### config.mk
export PLATFORM = sky130hd
export DESIGN_NAME = rtr_out_arbiter_flat
export DESIGN_NICKNAME = d
export VERILOG_FILES = /design/src/rtl/rtr_out_arbiter_if.sv /design/src/rtl/rtr_out_arbiter.sv /design/src/flat_wrapper.sv
export SDC_FILE = /design/constraint.sdc
export NUM_CORES = 1
export LEC_CHECK = 0
export CORE_ASPECT_RATIO = 0.5
export CORE_MARGIN = 3
export CORE_UTILIZATION = 44
export CTS_CLUSTER_DIAMETER = 80
export DETAILED_ROUTE_END_ITERATION = 10
export GPL_TIMING_DRIVEN = 0
export PLACE_DENSITY = 0.88
export SETUP_SLACK_MARGIN = 0.05
export SLEW_MARGIN = 20
export SYNTH_ARGS = -nofsm -noshare
export SYNTH_HDL_FRONTEND = slang
export SYNTH_SLANG_ARGS = --single-unit
### constraint.sdc
create_clock -name clk -period 4.51 [get_ports clk]
set_input_delay 0.451 -clock clk [delete_from_list [all_inputs] [get_ports clk]]
set_output_delay 0.451 -clock clk [all_outputs]
set_load 0.005 [all_outputs]
### src/rtl/rtr_out_arbiter_if.sv
// Request/transfer bundle between the input-side requesters, the output
// arbiter and the output FIFO. The arbiter side uses the master modport.
interface rtr_out_arbiter_if #(
    parameter int unsigned NUM_IN  = 4,
    parameter int unsigned pckg_sz = 40
);
    logic                        en;
    logic [NUM_IN-1:0]           req;
    logic [NUM_IN*pckg_sz-1:0]   data_in;
    logic                        out_full;
    logic [NUM_IN-1:0]           pop;
    logic                        push;
    logic [pckg_sz-1:0]          data_out;

    modport master (
        input  en, req, data_in, out_full,
        output pop, push, data_out
    );

    modport slave (
        output en, req, data_in, out_full,
        input  pop, push, data_out
    );
endinterface

### src/rtl/rtr_out_arbiter.sv
// Round-robin arbiter that moves one FWFT packet at a time from the
// granted input FIFO into the shared router output FIFO. Each transfer
// takes IDLE -> XFER -> GAP, so at most one push is ever in flight.
module rtr_out_arbiter #(
    parameter int unsigned NUM_IN  = 4,
    parameter int unsigned pckg_sz = 40,
    parameter int unsigned CNT_W   = 16
) (
    input  logic                        clk,
    input  logic                        reset,
    rtr_out_arbiter_if.master           bus,
    output logic [$clog2(NUM_IN)-1:0]   grant_id,
    output logic                        busy,
    output logic [CNT_W-1:0]            xfer_cnt,
    output logic [CNT_W-1:0]            stall_cnt
);
    localparam int unsigned IDW = $clog2(NUM_IN);

    typedef enum logic [1:0] {
        IDLE = 2'd0,
        XFER = 2'd1,
        GAP  = 2'd2
    } state_t;

    state_t               state, state_nx;
    logic [NUM_IN-1:0]    pop_q, pop_nx;
    logic                 push_q, push_nx;
    logic [pckg_sz-1:0]   data_q, data_nx;
    logic [IDW-1:0]       gid_q, gid_nx;
    logic [CNT_W-1:0]     xfer_q, xfer_nx;
    logic [CNT_W-1:0]     stall_q, stall_nx;

    logic [IDW-1:0]       win;
    logic                 found;
    logic [IDW-1:0]       cand;

    // Rotating priority search starting just after the last granted index
    always_comb begin
        win   = '0;
        found = 1'b0;
        cand  = '0;
        for (int unsigned k = 0; k < NUM_IN; k++) begin
            cand = IDW'((32'(gid_q) + 32'd1 + k) % NUM_IN);
            if (!found && bus.req[cand]) begin
                found = 1'b1;
                win   = cand;
            end
        end
    end

    // Next-state and next-output logic for the transfer sequencer
    always_comb begin
        state_nx = state;
        pop_nx   = '0;
        push_nx  = 1'b0;
        data_nx  = data_q;
        gid_nx   = gid_q;
        xfer_nx  = xfer_q;
        stall_nx = stall_q;
        case (state)
            IDLE: begin
                if (bus.en && found) begin
                    if (!bus.out_full) begin
                        state_nx     = XFER;
                        pop_nx[win]  = 1'b1;
                        push_nx      = 1'b1;
                        data_nx      = bus.data_in[32'(win) * pckg_sz +: pckg_sz];
                        gid_nx       = win;
                    end else if (stall_q != '1) begin
                        stall_nx = stall_q + 1'b1;
                    end
                end
            end
            XFER: begin
                xfer_nx  = xfer_q + 1'b1;
                state_nx = GAP;
            end
            GAP: begin
                state_nx = IDLE;
            end
            default: begin
                state_nx = IDLE;
            end
        endcase
    end

    // State and registered outputs; async reset drops any in-flight pop/push
    always_ff @(posedge clk or negedge reset) begin
        if (!reset) begin
            state   <= IDLE;
            pop_q   <= '0;
            push_q  <= 1'b0;
            data_q  <= '0;
            gid_q   <= IDW'(NUM_IN - 1);
            xfer_q  <= '0;
            stall_q <= '0;
        end else begin
            state   <= state_nx;
            pop_q   <= pop_nx;
            push_q  <= push_nx;
            data_q  <= data_nx;
            gid_q   <= gid_nx;
            xfer_q  <= xfer_nx;
            stall_q <= stall_nx;
        end
    end

    assign bus.pop      = pop_q;
    assign bus.push     = push_q;
    assign bus.data_out = data_q;
    assign grant_id     = gid_q;
    assign busy         = (state != IDLE);
    assign xfer_cnt     = xfer_q;
    assign stall_cnt    = stall_q;
endmodule

### src/flat_wrapper.sv
// flat-port wrapper written by rule: the top's interface ports become plain ports
module rtr_out_arbiter_flat 
#(
    parameter int unsigned NUM_IN  = 4,
    parameter int unsigned pckg_sz = 40,
    parameter int unsigned CNT_W   = 16
)
  (clk, reset, grant_id, busy, xfer_cnt, stall_cnt, bus_en, bus_req, bus_data_in, bus_out_full, bus_pop, bus_push, bus_data_out);
  rtr_out_arbiter_if #(.NUM_IN(NUM_IN), .pckg_sz(pckg_sz)) bus_i ();
  input  logic clk;
  input  logic reset;
  output logic [$clog2(NUM_IN)-1:0] grant_id;
  output logic busy;
  output logic [CNT_W-1:0] xfer_cnt;
  output logic [CNT_W-1:0] stall_cnt;
  input wire logic [$bits(bus_i.en)-1:0] bus_en;
  input wire logic [$bits(bus_i.req)-1:0] bus_req;
  input wire logic [$bits(bus_i.data_in)-1:0] bus_data_in;
  input wire logic [$bits(bus_i.out_full)-1:0] bus_out_full;
  output wire logic [$bits(bus_i.pop)-1:0] bus_pop;
  output wire logic [$bits(bus_i.push)-1:0] bus_push;
  output wire logic [$bits(bus_i.data_out)-1:0] bus_data_out;
  assign bus_i.en = bus_en;
  assign bus_i.req = bus_req;
  assign bus_i.data_in = bus_data_in;
  assign bus_i.out_full = bus_out_full;
  assign bus_pop = bus_i.pop;
  assign bus_push = bus_i.push;
  assign bus_data_out = bus_i.data_out;
  rtr_out_arbiter #(.NUM_IN(NUM_IN), .pckg_sz(pckg_sz), .CNT_W(CNT_W)) u_core (.clk(clk), .reset(reset), .bus(bus_i), .grant_id(grant_id), .busy(busy), .xfer_cnt(xfer_cnt), .stall_cnt(stall_cnt));
endmodule
# After elaboration in Yosys (flattened, before gate mapping)
# Cells that the tools add are included.
[word_totals]
elab_cells = 66
in_bits = 168
reg_bits = 81
[op_classes]
n_shift = 1
add_sub_neg = 6
muxes = 27
bitwise = 1
magnitude_cmp = 6
n_eq_ne = 4
reduce_logical = 13
multipliers = 1
[ops]
columns = ["cell", "count"]
rows = [
  ["indexed part select 160 x 9 -> 40 bit", 1],
  ["adder 16 x 1 -> 16 bit, second input constant", 2],
  ["inequality test 16 bit, second input constant", 1],
  ["< comparator 2 x 3 -> 1 bit, second input constant", 5],
  ["two-way mux 1 bit", 12],
  ["two-way mux 2 bit", 6],
  ["two-way mux 4 bit", 3],
  ["binary-select mux 1 bit (select 2 bit)", 4],
  ["logical AND 1 bit", 5],
  ["multiplier 2 x 3 -> 5 bit, second input constant", 1],
  ["adder 2 x 1 -> 2 bit, second input constant", 2],
  ["adder 2 bit, second input constant", 2],
  ["case mux 2 bit (2 select lines)", 1],
  ["AND reduction 4 bit", 1],
  ["zero test 1 bit", 3],
  ["AND reduction 3 bit", 1],
  ["demux 1 bit (select 2 bit)", 1],
  ["== test 2 x 1 -> 1 bit, second input constant", 1],
  [">= comparator 2 x 1 -> 1 bit, second input constant", 1],
  ["zero test 2 bit", 1],
  ["inequality test 2 x 1 -> 1 bit, second input constant", 1],
  ["inequality test 2 bit, second input constant", 1],
  ["AND reduction 2 bit", 1],
  ["nonzero test 2 bit", 1],
  ["inverter 1 bit", 1],
]

# Depth between registers and ports, before layout
[depth]
depth_word = 20
ltp_mapped = 7
mapped_depth_nobuf = 6

# Least setup slack after synthesis
# Ideal clock, no wire load.
[synth_timing]
kind = "reg-to-reg"
startpoint = "register u_core.gid_q[1] (netlist: u_core.grant_id[1])"
endpoint = "register u_core.data_q[12] (netlist: u_core.bus.data_out[12])"
required_time_ns = 4.377
n_path_buf = 2
setup_ns = 0.133
stages_incl_launch_ff = 8
path_slack_ns = 2.566
arrival_ns = 1.812
synth_period_minus_slack_ns = 1.944
cell_sequence = "dfstp_2 -> mux2i_1 -> o22ai_1 -> o21ba_2 -> buf_4 -> buf_2 -> mux2i_1 -> o211ai_1"
[synth_via]
elab_chain_cells = 15
word_cells_on_any_way = 30
[synth_rtl]
columns = ["item", "line", "text"]
rows = [
  ["from (decl)", "rtr_out_arbiter.sv:29", "logic [IDW-1:0] gid_q, gid_nx;"],
  ["from (signal assigned)", "rtr_out_arbiter.sv:94", "gid_q <= IDW'(NUM_IN - 1);"],
  ["from (signal assigned)", "rtr_out_arbiter.sv:102", "gid_q <= gid_nx;"],
  ["adder 2 x 1 -> 2 bit (*)", "rtr_out_arbiter.sv:43", "cand = IDW'((32'(gid_q) + 32'd1 + k) % NUM_IN);"],
  ["branches (longest 14 deep; another with multiplier 2 x 3 -> 5 bit)", "n/a", ""],
  ["to (signal assigned)", "rtr_out_arbiter.sv:101", "data_q <= data_nx;"],
  ["to (decl)", "rtr_out_arbiter.sv:28", "logic [pckg_sz-1:0] data_q, data_nx;"],
]
# Mark *: on every way between the ends. The select of a mux whose other input is x is not followed.
# A chain may end at the register's enable or synchronous reset.

# Final worst setup path
[layout_timing]
startpoint = "input bus_req[1]"
endpoint = "register u_core.data_q[9] (netlist: u_core.bus.data_out[9])"
[layout_via]
elab_chain_cells = 14
word_cells_on_any_way = 26
[layout_rtl]
columns = ["item", "line", "text"]
rows = [
  ["from (decl)", "flat_wrapper.sv:17", "input wire logic [$bits(bus_i.req)-1:0] bus_req;"],
  ["binary-select mux 1 bit (select 2 bit)", "rtr_out_arbiter.sv:44", "if (!found && bus.req[cand]) begin"],
  ["two-way mux 1 bit (not written as such)", "rtr_out_arbiter.sv:44", ""],
  ["two-way mux 1 bit", "rtr_out_arbiter.sv:44", ""],
  ["zero test 1 bit", "rtr_out_arbiter.sv:44", ""],
  ["logical AND 1 bit", "rtr_out_arbiter.sv:44", ""],
  ["two-way mux 1 bit", "rtr_out_arbiter.sv:44", ""],
  ["zero test 1 bit", "rtr_out_arbiter.sv:44", ""],
  ["logical AND 1 bit", "rtr_out_arbiter.sv:44", ""],
  ["two-way mux 1 bit", "rtr_out_arbiter.sv:44", ""],
  ["zero test 1 bit", "rtr_out_arbiter.sv:44", ""],
  ["logical AND 1 bit", "rtr_out_arbiter.sv:44", ""],
  ["two-way mux 2 bit or two-way mux 1 bit (tied branches)", "rtr_out_arbiter.sv:44", ""],
  ["multiplier 2 x 3 -> 5 bit or logical AND 1 bit (tied branches)", "rtr_out_arbiter.sv:67, rtr_out_arbiter.sv:62", ""],
  ["indexed part select 160 x 9 -> 40 bit or AND reduction 3 bit (tied branches)", "n/a", ""],
]
# Several ways; a longest one is shown, not always the timed one. The select of a mux whose other input is x is not followed.

==> flow_metrics.tcl <==
set metrics [dict create \
    synth-seq-cells 81 \
    first_pass_grt_wire_length_um 25800 \
    worst_setup_path_start_kind "primary input" \
    cp_data_required_time_ns 4.72 \
    startpoint "bus_req[1]" \
    fillCellCount 729 \
    maxCapViolations 0 \
    die-area_um2 12300 \
    maxClockFrequency_ghz 0.425 \
    via_count_of_the_first_global_routing_pass 5160 \
    postCtsSetupBuffers 0 \
    synthToLayoutAreaGrowth_pct 61.5 \
    crit_reg_reg_endpoint "u_core.bus.data_out[33]" \
    fin_crit_sh_pct 52.1 \
    ys_async_rst_share_pct 100 \
    top_cells_by_count_synth "sky130_fd_sc_hd__mux2i_1, sky130_fd_sc_hd__dfrtp_1, sky130_fd_sc_hd__nand2_1" \
    run_status "finished, final reports clean" \
    worstSetupEndpoint "u_core.bus.data_out[9]" \
    cts.hold.buffers_added 0 \
    via_per_inst 5.52 \
    worstHoldPathType "in2async" \
    initialDrtViolationCount 329 \
    synth_edf_count 0 \
    yosys_warnings 0 \
    dr_total_vias 4958 \
    relSlewSlack_pct 63.8 \
    criticalPathCategory "in2reg" \
    synth_top_area_cell "sky130_fd_sc_hd__dfrtp_1" \
    routed_wl_per_cell_um 18.3 \
    setup_total_negative_slack_ns 0 \
    cts-resized-gates 0 \
    number_of_antenna_violations_at_the_first_check_in_global_routing 0 \
    setup_slack_on_the_worst_flop_to_flop_path_ns 2.24 \
    grt_setup_unrepaired "false" \
    cellPowerDensity_nw_per_um2 401 \
    dp_hpwl_um 12600 \
    clock_sinks 81 \
    route.detailed.drc 0 \
    cts-buffers-inserted 9 \
    gr-total-overflow 0 \
    drive_gt1_share_pct 7.39 \
    worstPathArrival_ns 2.56 \
    floorplan.initialDensity_pct 46.2 \
    place.port_buffers 247 \
    synthDominantCellAreaShare_pct 40.9 \
    design.portCount 248 \
    synth-seq-area-share_pct 42.0 \
    grt_start_max_net_pins 46 \
    critical_path.max_fanout 10 \
    antenna_cells 0 \
    final.min_clock_period_ns 2.35 \
    post_synth.cell_area_avg_um2 9.77 \
    syn-cell-area_um2 4830 \
    synth-main-ff-cell "sky130_fd_sc_hd__dfrtp_1" \
    setup_viol 0 \
    ir_worst_vdd_mv 0.201 \
    yosys.cell_count.top_type "sky130_fd_sc_hd__mux2i_1" \
    synth.lib_cells_used.distinct 48 \
    postSynthCellCount 494 \
    syn-num-nets 664 \
    timing.final.max_slew_violations 0 \
    cts-htree-levels 3 \
    die_width_um 154 \
    power_leakage_nw 3.27 \
    drt-total-wl_um 16400 \
    number_of_placement_rows 26 \
    least_margin_pin_slew_ns 0.542 \
    critical_path.reg2reg.startpoint "u_core.grant_id[1]" \
    clkSlewWorstSetupHoldPaths_ns 0.06 \
    drt-pass1-iter-count 5 \
    grt.total_usage_pct 26.4 \
    dieHeight_um 80.1 \
    final_net_count 923 \
    placeableCoreArea_um2 10400 \
    critical_path.endpoint_type "flop" \
    instances_no_fill 898 \
    final_hold_viol_count 0 \
    synthTopCellsByArea "sky130_fd_sc_hd__dfrtp_1, sky130_fd_sc_hd__mux2i_1, sky130_fd_sc_hd__nand3_1" \
    clock_latency_ns 0.34 \
    total_area_of_sequential_cells_um2 2030 \
    dp.cells 882 \
    finalClockSkew_ns 0.00546 \
    reg2regPathDepth 7 \
    clock-root-buffer "sky130_fd_sc_hd__clkbuf_16" \
    multi_input_comb_area_um2 2610 \
    detail-route-antenna-nets 0 \
    place.gp.congestion 0.851 \
    tritoncts "yes" \
    clk_path_buf_depth 2 \
]
layout by cell type (no fill, tap or decap), drive strengths merged, types with 2 or more instances in the layout:
master / count
inv: 7
xnor2: 18
nand2b: 2
nor2: 18
dfstp: 2
a21oi: 42
nor3: 3
clkinv: 2
dfrtp: 79
and3: 7
nand3: 52
clkdlybuf4s50: 246
nand4: 12
and4: 2
nand2: 64
mux2: 6
o221ai: 18
o211ai: 22
clkinvlp: 2
o21bai: 2
mux2i: 80
clkbuf: 27
ha: 2
nor2b: 2
xor2: 7
o21ai: 2
buf: 20
layout make-up:
cell class              instances  share of cell area [%]
multi-input cells             372                    33.5
repair buffers                248                    32.0
flip-flops and latches         81                    26.0
clock buffers                  11                    3.11
well taps                     140                    2.25
plain buffers                  34                    2.10
clock inverters                 5                   0.706
inverters                       7                   0.337
logic make-up after synthesis:
kind of cell               share of synthesized area [%]
AOI/OAI and AO/OA                                   13.5
xor gates and xnor gates                            4.53
adders and majority gates                          0.518
buffers and inverters                               3.94
DFF                                                 42.0
muxes                                               18.1
and+or+nand+nor                                     17.4
flip-flops by register name, summed over array words and instances, names as in the netlist:
| register | flops |
|---|---|
| u_core.bus.pop | 4 |
| u_core.grant_id | 2 |
| u_core.stall_cnt | 16 |
| u_core.bus.data_out | 40 |
| u_core.state | 2 |
| u_core.xfer_cnt | 16 |
| u_core.bus.push | 1 |
power by group:
| part | internal (mW) | leakage [nW] | switching (mW) | total [mW] |
|---|---|---|---|---|
| Combinational | 0.750 | 2.09 | 0.553 | 1.30 |
| Sequential | 0.929 | 1.05 | 0.149 | 1.08 |
| Clock | 0.442 | 0.142 | 0.302 | 0.744 |
worst min-delay path by stage:
stage | startpoint | to | slack, ns | cells after the start
6_report | reset | u_core.stall_cnt[13] | 0.08 | 1
5_1_grt | reset | u_core.stall_cnt[13] | 0.10 | 1
4_1_cts | reset | u_core.bus.data_out[25] | 0.1 | 1
3_5_place_dp | reset | u_core.stall_cnt[13] | 0.46 | 1
3_3_place_gp | u_core.xfer_cnt[15] | u_core.xfer_cnt[15] | 0.46 | 1
2_1_floorplan | reset | u_core.bus.data_out[0] | 0.16 | 0
critical path: stages:
cell and delay [ns]:
sky130_fd_sc_hd__clkdlybuf4s50_1 0.53, sky130_fd_sc_hd__o21a_1 0.23, sky130_fd_sc_hd__o21ai_2 0.43, sky130_fd_sc_hd__nand2_4 0.25, sky130_fd_sc_hd__buf_2 0.31, sky130_fd_sc_hd__mux2i_1 0.22
sky130_fd_sc_hd__o221ai_1 0.14
metal layers:
metal  vias up  global-route usage (%)  routed length [um]
met5         -                       0                   0
met4         0                    12.1                 555
met3        42                    6.03                 959
met2       211                    49.0                8780
met1      2386                    29.2                6140
li1       2319                       -                   -
per-stage QoR:
step	cell area, um^2	total power, mW	hold slack, ns	utilization [%]	setup WS [ns]
floorplan	4830	1.64	0.155	-	2.57
global placement	7480	2.34	0.462	71.6	0.0774
detailed placement	7500	2.39	0.463	71.8	1.81
CTS	7800	3.14	0.0967	74.7	2.17
global route	7800	3.29	0.104	74.7	2.01
finish	7800	3.13	0.0832	74.7	2.16
No activity file was read; power rests on OpenSTA's default activity.
